`src/rtl/keypad_matrix_emulator_if.sv`:
```
// Command handshake between a keypad driver (master) and the keypad emulator (slave).
interface keypad_matrix_emulator_if;
  logic       cmdValid;
  logic       cmdPress;
  logic [3:0] cmdKey;
  logic       cmdReady;
  logic       cmdErr;

  modport master (output cmdValid, cmdPress, cmdKey, input cmdReady, cmdErr);
  modport slave  (input cmdValid, cmdPress, cmdKey, output cmdReady, cmdErr);
endinterface

```
`src/rtl/keypad_matrix_emulator.sv`:
```
// 4x4 hex keypad stand-in: answers column scans on the row lines and
// replays deterministic contact bounce on every press and release.
module keypad_matrix_emulator #(
  parameter int BOUNCE_PERIOD = 8,
  parameter int BOUNCE_COUNT  = 5
) (
  input  logic                     clk,
  input  logic                     nreset,
  keypad_matrix_emulator_if.slave  cmd,
  input  logic [3:0]               cols,
  output logic [3:0]               rows,
  output logic                     keyActive,
  output logic [3:0]               heldKey,
  output logic                     busy
);

  localparam int CYC_W = (BOUNCE_PERIOD < 1) ? 1 : $clog2(BOUNCE_PERIOD + 1);
  localparam int INT_W = (BOUNCE_COUNT  < 1) ? 1 : $clog2(BOUNCE_COUNT + 1);
  localparam logic [CYC_W-1:0] CYC_LAST = CYC_W'((BOUNCE_PERIOD < 1) ? 0 : BOUNCE_PERIOD - 1);
  localparam logic [INT_W-1:0] INT_LAST = INT_W'((BOUNCE_COUNT  < 1) ? 0 : BOUNCE_COUNT - 1);

  localparam logic [1:0] IDLE           = 2'd0;
  localparam logic [1:0] PRESS_BOUNCE   = 2'd1;
  localparam logic [1:0] HELD           = 2'd2;
  localparam logic [1:0] RELEASE_BOUNCE = 2'd3;

  logic [1:0]       state;
  logic [CYC_W-1:0] cycCnt;
  logic [INT_W-1:0] intCnt;
  logic             errPulse;
  logic             accept;
  logic             contact;
  logic [1:0]       keyRow;
  logic [1:0]       keyCol;

  assign busy         = (state == PRESS_BOUNCE) || (state == RELEASE_BOUNCE);
  assign cmd.cmdReady = !busy;
  assign cmd.cmdErr   = errPulse;
  assign accept       = cmd.cmdValid && !busy;
  assign keyActive    = contact;

  // Bounce intervals alternate starting from the new contact state, so the
  // first interval already shows the requested edge.
  always_comb begin
    contact = 1'b0;
    case (state)
      IDLE:           contact = 1'b0;
      PRESS_BOUNCE:   contact = ~intCnt[0];
      HELD:           contact = 1'b1;
      RELEASE_BOUNCE: contact = intCnt[0];
      default:        contact = 1'b0;
    endcase
  end

  always_comb begin
    keyRow = 2'd0;
    keyCol = 2'd0;
    case (heldKey)
      4'h1: begin keyRow = 2'd0; keyCol = 2'd0; end
      4'h2: begin keyRow = 2'd0; keyCol = 2'd1; end
      4'h3: begin keyRow = 2'd0; keyCol = 2'd2; end
      4'hA: begin keyRow = 2'd0; keyCol = 2'd3; end
      4'h4: begin keyRow = 2'd1; keyCol = 2'd0; end
      4'h5: begin keyRow = 2'd1; keyCol = 2'd1; end
      4'h6: begin keyRow = 2'd1; keyCol = 2'd2; end
      4'hB: begin keyRow = 2'd1; keyCol = 2'd3; end
      4'h7: begin keyRow = 2'd2; keyCol = 2'd0; end
      4'h8: begin keyRow = 2'd2; keyCol = 2'd1; end
      4'h9: begin keyRow = 2'd2; keyCol = 2'd2; end
      4'hC: begin keyRow = 2'd2; keyCol = 2'd3; end
      4'hE: begin keyRow = 2'd3; keyCol = 2'd0; end
      4'h0: begin keyRow = 2'd3; keyCol = 2'd1; end
      4'hF: begin keyRow = 2'd3; keyCol = 2'd2; end
      4'hD: begin keyRow = 2'd3; keyCol = 2'd3; end
      default: begin keyRow = 2'd0; keyCol = 2'd0; end
    endcase
  end

  // Zero-latency path like a real switch matrix; only the key's own column matters.
  always_comb begin
    rows = 4'b1111;
    if (contact && !cols[keyCol]) begin
      rows[keyRow] = 1'b0;
    end
  end

  always_ff @(posedge clk or negedge nreset) begin
    if (!nreset) begin
      state    <= IDLE;
      cycCnt   <= '0;
      intCnt   <= '0;
      heldKey  <= 4'h0;
      errPulse <= 1'b0;
    end else begin
      errPulse <= 1'b0;
      case (state)
        IDLE: begin
          if (accept) begin
            if (cmd.cmdPress) begin
              heldKey <= cmd.cmdKey;
              cycCnt  <= '0;
              intCnt  <= '0;
              state   <= (BOUNCE_COUNT == 0) ? HELD : PRESS_BOUNCE;
            end else begin
              errPulse <= 1'b1;
            end
          end
        end
        HELD: begin
          if (accept) begin
            if (cmd.cmdPress) begin
              errPulse <= 1'b1;
            end else begin
              cycCnt <= '0;
              intCnt <= '0;
              state  <= (BOUNCE_COUNT == 0) ? IDLE : RELEASE_BOUNCE;
            end
          end
        end
        PRESS_BOUNCE, RELEASE_BOUNCE: begin
          // Comparisons use >= so a corrupted counter still terminates the phase.
          if (cycCnt >= CYC_LAST) begin
            cycCnt <= '0;
            if (intCnt >= INT_LAST) begin
              intCnt <= '0;
              state  <= (state == PRESS_BOUNCE) ? HELD : IDLE;
            end else begin
              intCnt <= intCnt + 1'b1;
            end
          end else begin
            cycCnt <= cycCnt + 1'b1;
          end
        end
        default: begin
          state <= IDLE;
        end
      endcase
    end
  end

endmodule

```
`src/flat_wrapper.sv`:
```
// flat-port wrapper written by rule: the top's interface ports become plain ports
module keypad_matrix_emulator_flat 
#(
  parameter int BOUNCE_PERIOD = 8,
  parameter int BOUNCE_COUNT  = 5
)
  (clk, nreset, cols, rows, keyActive, heldKey, busy, cmd_cmdValid, cmd_cmdPress, cmd_cmdKey, cmd_cmdReady, cmd_cmdErr);
  keypad_matrix_emulator_if cmd_i ();
  input  logic clk;
  input  logic nreset;
  input  logic [3:0] cols;
  output logic [3:0] rows;
  output logic keyActive;
  output logic [3:0] heldKey;
  output logic busy;
  input wire logic [$bits(cmd_i.cmdValid)-1:0] cmd_cmdValid;
  input wire logic [$bits(cmd_i.cmdPress)-1:0] cmd_cmdPress;
  input wire logic [$bits(cmd_i.cmdKey)-1:0] cmd_cmdKey;
  output wire logic [$bits(cmd_i.cmdReady)-1:0] cmd_cmdReady;
  output wire logic [$bits(cmd_i.cmdErr)-1:0] cmd_cmdErr;
  assign cmd_i.cmdValid = cmd_cmdValid;
  assign cmd_i.cmdPress = cmd_cmdPress;
  assign cmd_i.cmdKey = cmd_cmdKey;
  assign cmd_cmdReady = cmd_i.cmdReady;
  assign cmd_cmdErr = cmd_i.cmdErr;
  keypad_matrix_emulator #(.BOUNCE_PERIOD(BOUNCE_PERIOD), .BOUNCE_COUNT(BOUNCE_COUNT)) u_core (.clk(clk), .nreset(nreset), .cmd(cmd_i), .cols(cols), .rows(rows), .keyActive(keyActive), .heldKey(heldKey), .busy(busy));
endmodule
```
`config.mk`:
```
export PLATFORM = sky130hd
export DESIGN_NAME = keypad_matrix_emulator_flat
export DESIGN_NICKNAME = d
export VERILOG_FILES = /design/src/rtl/keypad_matrix_emulator_if.sv /design/src/rtl/keypad_matrix_emulator.sv /design/src/flat_wrapper.sv
export SDC_FILE = /design/constraint.sdc
export NUM_CORES = 1
export LEC_CHECK = 0
export ABC_AREA = 1
export BUFFER_PORTS_ARGS = -buffer_cell sky130_fd_sc_hd__buf_2
export CAP_MARGIN = 0
export CORE_AREA = 3 3 54 56
export CTS_CLUSTER_DIAMETER = 40
export DETAILED_ROUTE_END_ITERATION = 7
export DIE_AREA = 0 0 57 59
export PLACE_DENSITY = 0.69
export SLEW_MARGIN = 20
export SYNTH_ARGS = -nofsm -noshare
export SYNTH_HDL_FRONTEND = slang
export SYNTH_SLANG_ARGS = --single-unit
```
`constraint.sdc`:
```
create_clock -name clk -period 1.8 [get_ports clk]
set_input_delay 0.09 -clock clk [delete_from_list [all_inputs] [get_ports clk]]
set_output_delay 0.09 -clock clk [all_outputs]
set_load 0.01 [all_outputs]
```
# Yosys cells after proc, flatten, opt, wreduce, memory -nomap -nowiden
# Memory sizes are Yosys's and may differ from the RTL's.
# Index checks and enable logic that the tools add are counted.
# word_totals
ff_bits	14
romBits	64
in_bits	12
out_inout_bits	12
mem_count	1
# classes
n_addsub	2
magnitude_cmp	5
eq_ne	9
muxes	32
bitwise_logic	2
n_reduce_logical	12
# memory_table
memory	depth	width	rd	rd_clocked_by_memory_dff	write_ports	line	text
(no name shown)	16	4	1	0	0	keypad_matrix_emulator.sv:58	case (heldKey)
# op_table
operator	n
$mux W4	6
$mux W3	6
$mux W2	7
$pmux W4 S3	1
$pmux W3 S3	1
$ne A2 B1 Y1 const B	4
$lt A2 B3 Y1 const B	2
$mux W1	6
$pmux W2 S3	1
$reduce_and A6 Y1	1
$reduce_and A5 Y1	1
$add A4 B1 Y4 const B	1
$eq A2 B2 Y1 const B	2
$ge A4 B3 Y1 const B	1
$ne A2 B2 Y1 const B	2
$not A4 Y4	1
$pmux W1 S4	1
$reduce_and A4 Y1	1
$add A3 B1 Y3 const B	1
$ge A3 B3 Y1 const B	1
$logic_and A1 B1 Y1	3
$reduce_and A3 Y1	1
$bmux W1 S2	1
$demux W1 S2	1
other kinds (8)	9

# Logic depth before layout (Yosys ltp)
# Gate-level depths: netlist of run 1.
# An unclocked memory read counts as a cell.
# logic_depth
word_depth	7
ltp_mapped	10
depth_no_buf	10

# Worst setup path after synthesis of run 1
# No wires, ideal clock.
# synth_timing
kind	register -> register
startpoint	reg u_core.state[1]
endpoint	reg u_core.state[0]
setup_ns	0.119
t_arrival_ns	1.428
required_ns	1.681
slack_ns	0.253
stages_incl_launch_ff	11
period_less_slack_ns	1.547
path_cell_list	dfrtp_1 > inv_1 > ha_1 > nor2_4 > nand2_2 > nand2_2 > nand3_4 > nor2_8 > nand2_2 > nand2_1 > o21ai_2
# synth_between
elab_chain_cells	6
word_cells_on_any_way	16
# synth_lines
element	line	text
start, declared	keypad_matrix_emulator.sv:27	logic [1:0] state;
start signal, assigned	keypad_matrix_emulator.sv:103	state <= (BOUNCE_COUNT == 0) ? HELD : PRESS_BOUNCE;
start signal, assigned	keypad_matrix_emulator.sv:116	state <= (BOUNCE_COUNT == 0) ? IDLE : RELEASE_BOUNCE;
start signal, assigned	keypad_matrix_emulator.sv:126	state <= (state == PRESS_BOUNCE) ? HELD : IDLE;
$eq A2 B1 Y1 or $eq A2 B2 Y1 (tied branches)	keypad_matrix_emulator.sv:36	assign busy = (state == PRESS_BOUNCE) || (state == RELEASE_BOUNCE);
$logic_or A1 B1 Y1 (*)	keypad_matrix_emulator.sv:36	
$logic_not A1 Y1 (*)	n/a	
via cmd_cmdReady	flat_wrapper.sv:19	output wire logic [$bits(cmd_i.cmdReady)-1:0] cmd_cmdReady;
$logic_and A1 B1 Y1 (*)	keypad_matrix_emulator.sv:39	assign accept = cmd.cmdValid && !busy;
$ne A2 B1 Y1 (no line)	n/a	
$reduce_and A6 Y1 (no line) (*)	n/a	
# Mark *: on every way through the listed nets, which the timed path passes. The rest lies on a longest branch.
# A chain may end at the register's enable or synchronous reset.

# Worst setup path after layout of run 1
# layout_timing
startpoint	reg u_core.state[1]
endpoint	out rows[1]
# layout_between
elab_chain_cells	4
word_cells_on_any_way	7
# layout_lines
element	line	text
$eq A2 B2 Y1, or another cell as far along	keypad_matrix_emulator.sv:46	case (state)
$pmux W1 S4 (*)	keypad_matrix_emulator.sv:46	
$logic_and A1 B1 Y1 (*)	keypad_matrix_emulator.sv:82	if (contact && !cols[keyCol]) begin
$mux W4 (*)	keypad_matrix_emulator.sv:82	
end, declared	flat_wrapper.sv:12	output logic [3:0] rows;
# Every way passes the cells marked *; elsewhere a longest branch is shown, timed or not.

==> results of run 1 <==
## through the flow
stage          area [um^2]  hold slack (ns)
2_1_floorplan        987.2          -0.2056
3_3_place_gp          1140        -0.003649
3_5_place_dp          1140         0.003286
4_1_cts               1190          0.06407
5_1_grt               1245          0.08017
6_report              1245          0.07126
## final timing paths
check / startpoint / to / slack [ns]
worst max-delay path: u_core.state[1] / rows[1] / 0.11
worst min-delay path: cmd_cmdKey[2] / u_core.heldKey[2] / 0.07
worst max register to register: u_core.state[0] / u_core.state[0] / 0.13
worst min register to register: u_core.cycCnt[3] / u_core.cycCnt[3] / 0.52
max in group asynchronous: nreset / u_core.heldKey[1] / 1.32
min in group asynchronous: nreset / u_core.intCnt[2] / 0.23
## cell type report
type | instances | area [um^2] | area share (%)
Multi-Input combinational cell | 94 | 573.1 | 46.03
Tap cell | 30 | 37.54 | 3.015
Clock buffer | 4 | 36.28 | 2.915
Inverter | 24 | 90.09 | 7.236
Timing Repair Buffer | 28 | 155.1 | 12.46
Sequential cell | 14 | 352.8 | 28.34
## registers in the layout, indices dropped and copies added, names as in the netlist
signal,flops
u_core.intCnt,3
u_core.cycCnt,4
u_core.heldKey,4
u_core.state,2
u_core.cmd.cmdErr,1
## cell families (layout without fill, tap and decap cells)
kind of cell / count (synthesis) / after routing
simple gates: 66 / 66
buf+inv: 24 / 56
compound gates: 19 / 19
flops: 14 / 14
fa+ha+maj: 9 / 9
## power groups by stage
stage	Sequential, W	Combinational, W	Clock, W
after CTS	0.000553	0.00131	0.000230
after floorplan	0.000553	0.000955	0
final	0.000554	0.00144	0.000221
after global routing	0.000574	0.00162	0.000244
after detailed placement	0.000559	0.00129	0
after global placement	0.000547	0.00123	0
## cell usage after synthesis (all sizes together)
| cell type | count |
|---|---|
| dfrtp | 14 |
| inv | 24 |
| nand4 | 8 |
| nor2 | 16 |
| a31oi | 1 |
| a21oi | 7 |
| or2 | 1 |
| o21bai | 1 |
| nand2 | 29 |
| ha | 9 |
| nand3 | 12 |
| o21ai | 10 |
## layer usage
layer | wire [um] | vias to the layer above
met5 | 0 | -
met4 | 13 | 0
met3 | 134 | 2
met2 | 1135 | 25
met1 | 886 | 455
li1 | - | 497
## worst max-delay path, stage by stage, from the launching register on
cell and delay, ns:
dfrtp_1 0.42, inv_1 0.12, ha_2 0.22, nand2_1 0.11, a21oi_4 0.19, nand4_1 0.12
buf_2 0.15
## timing repair
action                                  in CTS  in global routing
cloned                                       0                  0
gates resized for setup                      2                  8
endpoints found under the setup margin       4                 13
endpoints found under the hold margin       14                  0
setup buffers                                0                  4
hold buffers                                 1                  0
pin swaps                                    0                  2
==> results by group, run 1 <==
Power and ir drop
  • Int Pwr: 0.001105 W
  • Sequential power share: 25.0%
  • Switch share: 50.13%
  • Clock share of power: 10.0%
  • Pwr Density: 1780 nW/um^2
  • Combinational power share: 65.0%
  • Tot Pwr: 0.002215 W
  • Maximum vdd drop: 0.8921 mV
  • Leak pwr: 0.6705 nW
  • Sw Pwr: 0.001111 W

Final layout
  • Share of cells above drive strength 1: 28.66%
  • Final std cells w/o fill: 194
  • Util after Layout: 50.25%
  • Area Overhead vs Synth: 26.11%
  • Highest-count cells in the layout ignoring fill and taps: nand2_1 (26), inv_1 (23), buf_2 (23), nor2_1 (13), dfrtp_1 (12)
  • Nets: 186
  • N_diodes: 0
  • Layout fillers: 254
  • Commonest non-fill, non-tap cell in the layout: nand2_1

Synthesis
  • Mapped cell area: 987.2 um^2
  • Mux cell area share after synthesis: 0%
  • #FFs+latches synth: 14
  • Syn nets: 153
  • Synth Area in XOR/XNOR: 0%
  • Sequential fraction of the synthesis area: 35.49%
  • Synth Area in Compound Gates: 10.39%
  • Syn Area/Cell: 7.479 um^2
  • Post-synthesis cell count: 132
  • Largest family of logic cells by synthesized area: simple AND/OR/NAND/NOR gates
  • Ranking of synthesized cells by area: dfrtp_1 (35%), ha_1 (11%), nand2_1 (9.9%), inv_1 (9.1%), nand3_1 (5.6%)
  • Area leader, netlist: dfrtp_1
  • Adder-cell share of the synthesized area: 11.41%
  • Yosys warns: 0
  • Synth Area in Simple Gates: 33.59%
  • Share of the synthesized area in the top cell type: 35.49%
  • Netlist cell types: 18

Timing
  • Slew Viols, Final: 0
  • Slew HR: 79.31%
  • RSZ-0062 raised after global routing: yes
  • Final WS setup: 0.1059 ns
  • Post-route setup TNS: 0 ns
  • Final hold violation count: 0
  • Worst-Margin Slew: 0.3101 ns
  • Achievable clock frequency: 0.5903 GHz
  • Final Skew: 0.001192 ns
  • Min cycle time layout: 1.694 ns
  • Final period util: 94.12%
  • # setup viols final: 0

Global route
  • Total grt overflow: 0
  • GRT met1 Usage: 15.57%
  • Busiest grt layer: met2
  • First-pass GRT wire length: 3.622 mm
  • Total track usage: 13.60%
  • Initial antenna violation count: 0
  • Met2 Use GR: 25.45%
  • Largest net degree at the start of global routing: 15
  • Met3 usage: 3.486%
  • Number of global-route vias before repair: 889

Route
  • Iter 0 DRT Violations: 53
  • Vias post-DR: 979
  • Routed WL: 2.169 mm
  • Remaining antenna violation count: 0
  • Vias per cell: 5.046
  • Pre-antenna DRT Iters: 4
  • DRC Markers: 0
  • Wirelength per Cell: 11.18 um

Placed design
  • Setup slack at placement: 0.08937 ns
  • PortBufs: 23
  • Routability cong.: 0.8172
  • Dpl hpwl: 1.734 mm
  • Placed insts: 185

Floorplan
  • Die height: 59 um
  • Core area: 2477 um^2
  • Die area: 3363 um^2
  • Die width: 57 um
  • Top Ports: 24
  • # rows: 18
  • Effective utilization at floorplan: 39.85%

Min path
  • Hold Crit Class: input port to register
  • Hold path depth: 3

Worst setup path
  • Reg2Reg Depth: 9
  • Crit. End Element: output port
  • Critical-path maximum fanout: 5
  • Critical Path RT: 1.71 ns
  • CP startpoint kind: register
  • WP data arrival: 1.60 ns
  • Crit path kind: register to output port

Clock tree
  • Clk slew on worst S/H paths: 0.08 ns
  • CTS max path bufs: 2
  • CTS root buf: clkbuf_4
  • Worst-skew pair later-pin latency: 0.28 ns
  • Htree depth: 1
  • CTS buffer count: 3
  • TritonCTS clock tree: built
  • Clock sink count: 14

Job
  • Max Cap Viol: 0

Run status
  • Outcome: finished, final reports clean
(Power assumes the default switching activity.)
==> inputs of run 2 (changes only) <==
--- a/config.mk
+++ b/config.mk
@@ -6,14 +6,13 @@
 export NUM_CORES = 1
 export LEC_CHECK = 0
 export ABC_AREA = 1
-export BUFFER_PORTS_ARGS = -buffer_cell sky130_fd_sc_hd__buf_2
+export BUFFER_PORTS_ARGS = -buffer_cell sky130_fd_sc_hd__buf_4
 export CAP_MARGIN = 0
-export CORE_AREA = 3 3 54 56
+export CORE_AREA = 2 2 53 55
 export CTS_CLUSTER_DIAMETER = 40
 export DETAILED_ROUTE_END_ITERATION = 7
-export DIE_AREA = 0 0 57 59
+export DIE_AREA = 0 0 55 57
 export PLACE_DENSITY = 0.69
-export SLEW_MARGIN = 20
 export SYNTH_ARGS = -nofsm -noshare
 export SYNTH_HDL_FRONTEND = slang
 export SYNTH_SLANG_ARGS = --single-unit
==> results by group, run 2 (synthesis gave the netlist of run 1 again) <==
Run status
  • Outcome: finished, final reports clean

Route
  • Pre-antenna DRT Iters: 4
  • DRC Markers: 0
  • Iter 0 DRT Violations: 11
  • Remaining antenna violation count: 0
  • Vias per cell: 4.979
  • Routed WL: 2.174 mm
  • Wirelength per Cell: 11.21 um
  • Vias post-DR: 966

Timing
  • Final WS setup: 0.08901 ns
  • Slew HR: 78.76%
  • Final hold violation count: 0
  • Worst-Margin Slew: 0.3183 ns
  • Min cycle time layout: 1.711 ns
  • Final period util: 95.05%
  • Final Skew: 0.005387 ns
  • RSZ-0062 raised after global routing: yes
  • # setup viols final: 0
  • Slew Viols, Final: 0
  • Achievable clock frequency: 0.5845 GHz

Global route
  • Total grt overflow: 0
  • First-pass GRT wire length: 3.512 mm
  • Number of global-route vias before repair: 852
  • Largest net degree at the start of global routing: 15
  • Total track usage: 15.02%
  • Initial antenna violation count: 0

Clock tree
  • Worst-skew pair later-pin latency: 0.28 ns
  • CTS root buf: clkbuf_4
  • CTS buffer count: 3
  • Htree depth: 1
  • Clk slew on worst S/H paths: 0.09 ns
  • TritonCTS clock tree: built
  • Clock sink count: 14
  • CTS max path bufs: 2

Floorplan
  • Core area: 2615 um^2
  • Die width: 55 um
  • Top Ports: 24
  • Die height: 57 um
  • Effective utilization at floorplan: 37.75%
  • Die area: 3135 um^2
  • # rows: 19

Final layout
  • Area Overhead vs Synth: 32.57%
  • Finished Cell Area: 1309 um^2
  • Commonest non-fill, non-tap cell in the layout: buf_4
  • Largest regs: u_core.cycCnt: 4 flops, u_core.heldKey: 4 flops, u_core.intCnt: 3 flops
  • Util after Layout: 50.05%
  • Highest-count cells in the layout ignoring fill and taps: buf_4 (26), nand2_1 (25), inv_1 (22), nor2_1 (13), dfrtp_1 (12)
  • N_diodes: 0
  • Nets: 185
  • Final std cells w/o fill: 194
  • Share of cells above drive strength 1: 29.45%

Worst setup path
  • WP data arrival: 1.62 ns
  • CP startpoint kind: register
  • Crit. End Element: output port
  • Reg2Reg Depth: 9
  • Critical-path maximum fanout: 5
  • Crit path kind: register to output port
  • Critical Path RT: 1.71 ns

Power and ir drop
  • Maximum vdd drop: 1.030 mV
  • Leak pwr: 0.6880 nW
  • Pwr Density: 1745 nW/um^2

Placed design
  • Setup slack at placement: 0.1106 ns
  • PortBufs: 23
  • Dpl hpwl: 1.687 mm
  • Routability cong.: 0.8333
  • Placed cell area: 1199 um^2
  • Placed insts: 186

Job
  • Max Cap Viol: 0

Min path
  • Hold Crit Class: input port to register
  • Hold path depth: 3
## run 2: area by class of cell
class	instances	area, um^2
Clock buffer	4	36.28
Inverter	24	90.09
Sequential cell	14	352.8
Tap cell	31	38.79
Fill cell	266	1306
Multi-Input combinational cell	94	585.6
Timing Repair Buffer	27	205.2
## run 2: what timing repair did
action / 4_1_cts / 5_1_grt
buffers inserted: 0 / 3
setup endpoints to repair: 5 / 9
pin swaps: 0 / 0
resized for setup: 3 / 10
endpoints found under the hold margin: 14 / 0
hold buffers: 1 / 0
## run 2: worst max-delay path: stages, from the launching register on
cell and delay (ns):
dfrtp_2 0.45, inv_2 0.09, ha_2 0.20, nand2_1 0.10
a21oi_4 0.22, nand4_1 0.12, buf_4 0.16
## run 2: where the power goes
part / leakage [nW] / switching, W / internal [W]
Sequential: 0.173 / 0.000108 / 0.000438
Clock: 0.0210 / 0.000100 / 0.000123
Combinational: 0.494 / 0.000915 / 0.000600
Total: 0.688 / 0.00112 / 0.00116
## run 2: layer usage
layer,wire length [um],GRT usage [%],vias up
met2,1081,26.36,19
met3,94,2.618,2
met5,0,0,-
li1,-,-,491
met1,987,18.38,454
met4,10,4.181,0
## run 2: per-stage QoR
| stage | hold WS, ns | total power, W | TNS (ns) |
|---|---|---|---|
| final | 0.05407 | 0.002283 | 0 |
| after global routing | 0.06831 | 0.002514 | -0.05161 |
| after CTS | 0.05256 | 0.002191 | 0 |
| after detailed placement | -0.04880 | 0.001923 | 0 |
| after global placement | -0.04983 | 0.001873 | 0 |
| after floorplan | -0.2056 | 0.001508 | 0 |
## run 2: final timing paths
| check | start | endpoint | slack, ns |
|---|---|---|---|
| setup / recovery | u_core.state[1] | rows[1] | 0.09 |
| hold / removal | cmd_cmdKey[0] | u_core.heldKey[0] | 0.05 |
| setup reg to reg | u_core.state[0] | u_core.state[0] | 0.09 |
| hold reg to reg | u_core.cycCnt[3] | u_core.cycCnt[3] | 0.50 |
| max in group asynchronous | nreset | u_core.state[1] | 1.42 |
| min in group asynchronous | nreset | u_core.heldKey[2] | 0.19 |
